==> config.mk <==
export PLATFORM = sky130hd
export DESIGN_NAME = up_down_sweeper
export DESIGN_NICKNAME = d
export VERILOG_FILES = /design/src/rtl/up_down_pkg.sv /design/src/rtl/up_down_predictor.sv /design/src/rtl/up_down_sweeper.sv
export SDC_FILE = /design/constraint.sdc
export NUM_CORES = 1
export LEC_CHECK = 0
export CAP_MARGIN = 20
export CORE_MARGIN = 2
export CORE_UTILIZATION = 45
export DETAILED_ROUTE_END_ITERATION = 8
export PLACE_DENSITY = 0.73
export SLEW_MARGIN = 30
export SYNTH_ARGS = -nofsm -noshare
export SYNTH_HDL_FRONTEND = slang
export SYNTH_SLANG_ARGS = --single-unit
==> constraint.sdc <==
create_clock -name clk -period 3.91 [get_ports clk]
set_input_delay 0.5865 -clock clk [delete_from_list [all_inputs] [get_ports clk]]
set_output_delay 0.5865 -clock clk [all_outputs]
set_load 0.005 [all_outputs]
==> src/rtl/up_down_pkg.sv <==
// Shared types and constants for the up/down counter sweeper.
package up_down_pkg;

  typedef enum logic [1:0] {
    ST_IDLE = 2'd0,
    ST_SEEK = 2'd1,
    ST_UP   = 2'd2,
    ST_DOWN = 2'd3
  } sweep_state_t;

  localparam logic DIR_UP   = 1'b1;
  localparam logic DIR_DOWN = 1'b0;

endpackage

==> src/rtl/up_down_predictor.sv <==
// Shadow model of the up/down counter: tracks the expected count and raises a
// sticky error on the first cycle the observed count differs from it.
module up_down_predictor #(
  parameter int WIDTH = 4
) (
  input  logic             clk,
  input  logic             rst,
  input  logic             load,
  input  logic [WIDTH-1:0] lo,
  input  logic             d,
  input  logic [WIDTH-1:0] count,
  input  logic             en,
  output logic             err
);

  localparam logic [WIDTH-1:0] ONE = WIDTH'(1);

  logic [WIDTH-1:0] exp_q;
  logic             err_q;

  // Load seeds the prediction and clears the error; while enabled, compare and
  // step the prediction with the direction the counter sees at this edge.
  always_ff @(posedge clk) begin
    if (rst) begin
      exp_q <= '0;
      err_q <= 1'b0;
    end else if (load) begin
      exp_q <= lo;
      err_q <= 1'b0;
    end else if (en) begin
      if (count != exp_q) begin
        err_q <= 1'b1;
      end
      exp_q <= d ? (exp_q + ONE) : (exp_q - ONE);
    end
  end

  assign err = err_q;

endmodule

==> src/rtl/up_down_sweeper.sv <==
// Steers a free-running up/down counter into [lo, hi], ping-pongs it for a
// programmed number of turnarounds and checks every count value on the way.
//
// Handshake: start is a single-cycle request, accepted only in IDLE; it has no
// ready side, so a start while busy is simply dropped. done and cfg_err are
// single-cycle registered pulses; stop is level-sampled each cycle.
module up_down_sweeper
  import up_down_pkg::*;
#(
  parameter int WIDTH = 4
) (
  input  logic             clk,
  input  logic             rst,
  input  logic             start,
  input  logic             stop,
  input  logic [WIDTH-1:0] lo,
  input  logic [WIDTH-1:0] hi,
  input  logic [7:0]       sweeps,
  input  logic [WIDTH-1:0] count,
  output logic             d,
  output logic             busy,
  output logic             done,
  output logic             cfg_err,
  output logic             err,
  output sweep_state_t     dbg_state
);

  localparam logic [WIDTH-1:0] ONE = WIDTH'(1);

  sweep_state_t     state_q;
  logic             d_q;
  logic             done_q;
  logic             cfg_err_q;
  logic [WIDTH-1:0] lo_q;
  logic [WIDTH-1:0] hi_q;
  logic [7:0]       sweeps_q;
  logic [7:0]       turn_q;

  logic [WIDTH-1:0] lo_m1;
  logic [WIDTH-1:0] lo_p1;
  logic [WIDTH-1:0] hi_m1;
  logic [7:0]       turn_d;
  logic             completing;
  logic             accept;
  logic             seek_hit;
  logic             pred_load;
  logic [WIDTH-1:0] pred_lo;
  logic             pred_en;

  // Turnaround thresholds, the completion test and predictor control.
  always_comb begin
    lo_m1      = lo_q - ONE;
    lo_p1      = lo_q + ONE;
    hi_m1      = hi_q - ONE;
    turn_d     = turn_q + 8'd1;
    completing = (sweeps_q != 8'd0) && (turn_d == sweeps_q);
    accept     = (state_q == ST_IDLE) && start && (hi > lo);
    seek_hit   = (state_q == ST_SEEK) && !stop && (count == lo_m1);
    // Seed with the raw input on accept (lo_q is not yet valid), then re-seed
    // from the latched bound when the counter enters the window.
    pred_load  = accept || seek_hit;
    pred_lo    = accept ? lo : lo_q;
    pred_en    = (state_q == ST_UP) || (state_q == ST_DOWN);
  end

  // Sweep FSM with registered direction, pulses and turnaround counter.
  always_ff @(posedge clk) begin
    if (rst) begin
      state_q   <= ST_IDLE;
      d_q       <= DIR_UP;
      done_q    <= 1'b0;
      cfg_err_q <= 1'b0;
      lo_q      <= '0;
      hi_q      <= '0;
      sweeps_q  <= 8'd0;
      turn_q    <= 8'd0;
    end else begin
      done_q    <= 1'b0;
      cfg_err_q <= 1'b0;
      case (state_q)
        ST_IDLE: begin
          d_q <= DIR_UP;
          if (start) begin
            if (hi > lo) begin
              lo_q     <= lo;
              hi_q     <= hi;
              sweeps_q <= sweeps;
              turn_q   <= 8'd0;
              state_q  <= ST_SEEK;
            end else begin
              cfg_err_q <= 1'b1;
            end
          end
        end
        ST_SEEK: begin
          d_q <= DIR_UP;
          if (stop) begin
            state_q <= ST_IDLE;
          end else if (count == lo_m1) begin
            state_q <= ST_UP;
          end
        end
        ST_UP: begin
          if (stop) begin
            state_q <= ST_IDLE;
            d_q     <= DIR_UP;
          end else if (count == hi_m1) begin
            turn_q <= turn_d;
            if (completing) begin
              state_q <= ST_IDLE;
              d_q     <= DIR_UP;
              done_q  <= 1'b1;
            end else begin
              state_q <= ST_DOWN;
              d_q     <= DIR_DOWN;
            end
          end
        end
        ST_DOWN: begin
          if (stop) begin
            state_q <= ST_IDLE;
            d_q     <= DIR_UP;
          end else if (count == lo_p1) begin
            turn_q <= turn_d;
            d_q    <= DIR_UP;
            if (completing) begin
              state_q <= ST_IDLE;
              done_q  <= 1'b1;
            end else begin
              state_q <= ST_UP;
            end
          end
        end
        default: begin
          state_q <= ST_IDLE;
          d_q     <= DIR_UP;
        end
      endcase
    end
  end

  up_down_predictor #(.WIDTH(WIDTH)) u_pred (
    .clk   (clk),
    .rst   (rst),
    .load  (pred_load),
    .lo    (pred_lo),
    .d     (d_q),
    .count (count),
    .en    (pred_en),
    .err   (err)
  );

  assign d         = d_q;
  assign busy      = (state_q != ST_IDLE);
  assign done      = done_q;
  assign cfg_err   = cfg_err_q;
  assign dbg_state = state_q;

endmodule

==> impl_metrics.py <==
metrics = {
    "synthesis": {
        "synth_cell_type_count": 53,
        "synthTopCellsByArea": "dfxtp_1 (32%), xnor2_1 (7.4%), nand2_1 (7.1%)",
        "synth_ff_type": "dfxtp_1",
        "synth_compound_area_frac": 0.195,
        "yosysWarnings": 0,
        "syn-instance-count": 260,
        "ys_ff_latch": 34,
        "seq_area_frac_synth": 0.320,
        "yosysTopAreaCellShare": 0.320,
        "synth_top_area_cell": "dfxtp_1",
        "synth-simple-area-share": 0.232,
        "synth_edf_count": 0,
        "synth-adder-area-share": 0.0683,
        "ys_async_sr_fraction": 0,
        "syn_avg_cell_area_um2": 8.18,
        "synthXorXnorAreaFrac": 0.132,
        "synth_top_family_by_area": "simple AND/OR/NAND/NOR gates",
        "syn-cell-area_um2": 2130,
        "syn_nets": 295,
        "synthMuxAreaShare": 0.00530,
    },
    "run": {
        "max_cap_violations": 0,
    },
    "power_and_ir_drop": {
        "power.leakage_nw": 0.994,
        "power_density_nw_per_um2": 320,
        "power_uw": 823,
        "peakVddDrop_v": 0.000185,
    },
    "detailed_routing": {
        "vias": 1917,
        "initialDrtViolationCount": 124,
        "via_per_inst": 5.57,
        "drc_errors": 0,
        "postRouteAntennaNets": 0,
        "drt-total-wl_um": 4830,
        "drt_first_pass_iters": 4,
        "post_drt_wl_per_cell_um": 14.0,
    },
    "setup_path": {
        "worstReg2RegStart": "lo_q[0]$_SDFFE_PP0P_",
        "critical-path-slowest-cell": "clkdlybuf4s50_1",
        "path_max_fanout": 13,
        "required_ns": 4.08,
        "crit_chain": "clkdlybuf4s50_1 -> inv_1 -> ha_1 -> nor2b_1 -> o211ai_1 -> a21oi_1 -> nand3_1 -> o21ai_0 -> a31oi_1",
        "worstSetupEndpointType": "flop",
        "critPathKind": "primary input to flop",
        "reg2reg_to": "turn_q[5]$_SDFFE_PP0P_",
        "r2r_slack_ns": 1.65,
        "cp_slowest_stage_delay_ns": 0.53,
        "critPathBufInv": 2,
        "worst-r2r-cell-count": 8,
        "critical_path.top_delay_family": "compound AO/OA/AOI/OAI gates",
        "start_kind": "primary input",
        "worstPathArrival_ns": 2.75,
    },
    "cells_and_area": {
        "final_common_cell": "nand2_1",
        "fill_cells": 426,
        "final_nets": 324,
        "final_core_util": 0.556,
        "final_cells": 344,
        "layout_common_cells": "nand2_1 (40), dfxtp_1 (34), clkdlybuf4s50_1 (30)",
        "area_delta_synth_final_pct": 21.0,
        "regArea_um2": 681,
        "layout-drive-gt1-share": 0.0793,
        "multi_input_comb_area_um2": 1350,
        "insertedDiodeCount": 0,
    },
    "clock_tree": {
        "holdBufCountCts": 0,
        "path_clk_slew_ns": 0.07,
        "cts_root_buf": "clkbuf_8",
        "htreeDepth": 2,
        "cts_resized": 0,
        "cts_tree": "done",
        "cts_buffer_depth": 2,
        "postCtsSetupRepairBufs": 0,
        "cts_sinks": 34,
        "numCtsBuffers": 5,
        "insertion_delay_ns": 0.29,
    },
    "min_path": {
        "min_from": "lo_q[3]$_SDFFE_PP0P_",
        "whs_path_depth": 2,
        "min_to": "lo_q[3]$_SDFFE_PP0P_",
        "min-delay-path-class": "flop to flop",
    },
    "sta": {
        "tightest_slew_ns": 0.571,
        "layout_min_cycle_time_ns": 2.58,
        "rsz0062_at_grt": "no",
        "setup_tns_ns": 0,
        "period_share": 0.660,
        "skew_ns": 0.00855,
        "slew_viol_final": 0,
        "finalHoldViolCount": 0,
        "holdWs_ns": 0.492,
        "maxSlewHeadroom": 0.619,
        "fmax_ghz": 0.388,
        "setup_violations": 0,
    },
    "die": {
        "dieArea_um2": 5290,
        "rows": 25,
        "fp.dieH_um": 72.7,
        "core-area_um2": 4630,
        "start_util": 0.459,
        "ioPinCount": 31,
        "die-width_um": 72.7,
    },
    "placement": {
        "hpwlAfterDp_um": 3620,
        "dp.cells": 336,
        "gp_congestion": 0.898,
        "place.port_buffers": 30,
    },
    "global_routing": {
        "overflow": 0,
        "grt_pass1_vias": 1864,
        "grt_max_degree": 27,
        "grt_pass1_wl_um": 8430,
        "grt_usage": 0.204,
        "antenna_found_initial": 0,
    },
    "outcome": {
        "status": "finished clean",
    },
}
per-stage QoR:
step / cell area [µm²] / worst slack (ns)
2_1_floorplan: 2130 / 1.78
3_3_place_gp: 2480 / 1.12
3_5_place_dp: 2480 / 1.04
4_1_cts: 2570 / 1.31
5_1_grt: 2570 / 1.01
6_report: 2570 / 1.33
tightest hold or removal path: cells and delay by family (launching register included):
| family | cells | cell delay, ns |
|---|---|---|
| DFF | 1 | 0.33 |
| and+or+nand+nor | 1 | 0.06 |
| AOI/OAI and AO/OA | 1 | 0.05 |
cell families after synthesis:
group           count (synthesis)
xor+xnor                       29
fa+ha+maj                      11
simple gates                   98
compound gates                 61
mux                             1
buf+inv                        26
flops                          34
sequential cells by signal, indices dropped and copies added, names as in the netlist:
name and cells:
sweeps_q 8, turn_q 8, hi_q 4, lo_q 4, u_pred.exp_q 4, dbg_state 2
cfg_err 1, d 1, done 1, u_pred.err 1
Yosys cell counts (7+ instances only):
cell and number:
a21oi_1 23, nand2_1 40, clkbuf_1 8, dfxtp_1 34, ha_1 10, o21ai_0 7, xnor2_1 18, nor3_1 10
xor2_1 9, inv_1 14, nand3_1 7, nor2_1 15
per-layer routing:
layer  wire length [µm]  track usage
met2               2190        0.310
met5                  0            0
met4                 60       0.0679
met1               2330        0.280
met3                249       0.0552
power breakdown:
group	internal [mW]	switching (mW)	leakage, nW
clock	0.142	0.135	0.0472
combinational	0.0830	0.0844	0.671
sequential	0.361	0.0187	0.276
cell type report:
class                      count  area share
clock inverter                 2     0.00486
inverter                      15      0.0219
clock buffer                   6      0.0321
sequential                    34       0.265
tap                           54      0.0263
timing repair buffer          33       0.125
multi-input combinational    200       0.525
worst max-delay path by stage:
stage | start | endpoint | cells past startpoint
CTS | lo[1] | u_pred.exp_q[0]$_SDFFE_PP0P_ | 9
detailed placement | lo[1] | u_pred.exp_q[0]$_SDFFE_PP0P_ | 9
global route | lo[1] | u_pred.exp_q[0]$_SDFFE_PP0P_ | 9
finish | lo[1] | u_pred.exp_q[0]$_SDFFE_PP0P_ | 9
global placement | lo[1] | u_pred.exp_q[0]$_SDFFE_PP0P_ | 9
floorplan | lo[2] | hi_q[0]$_SDFFE_PP0P_ | 8
(Power assumes the default switching activity.)
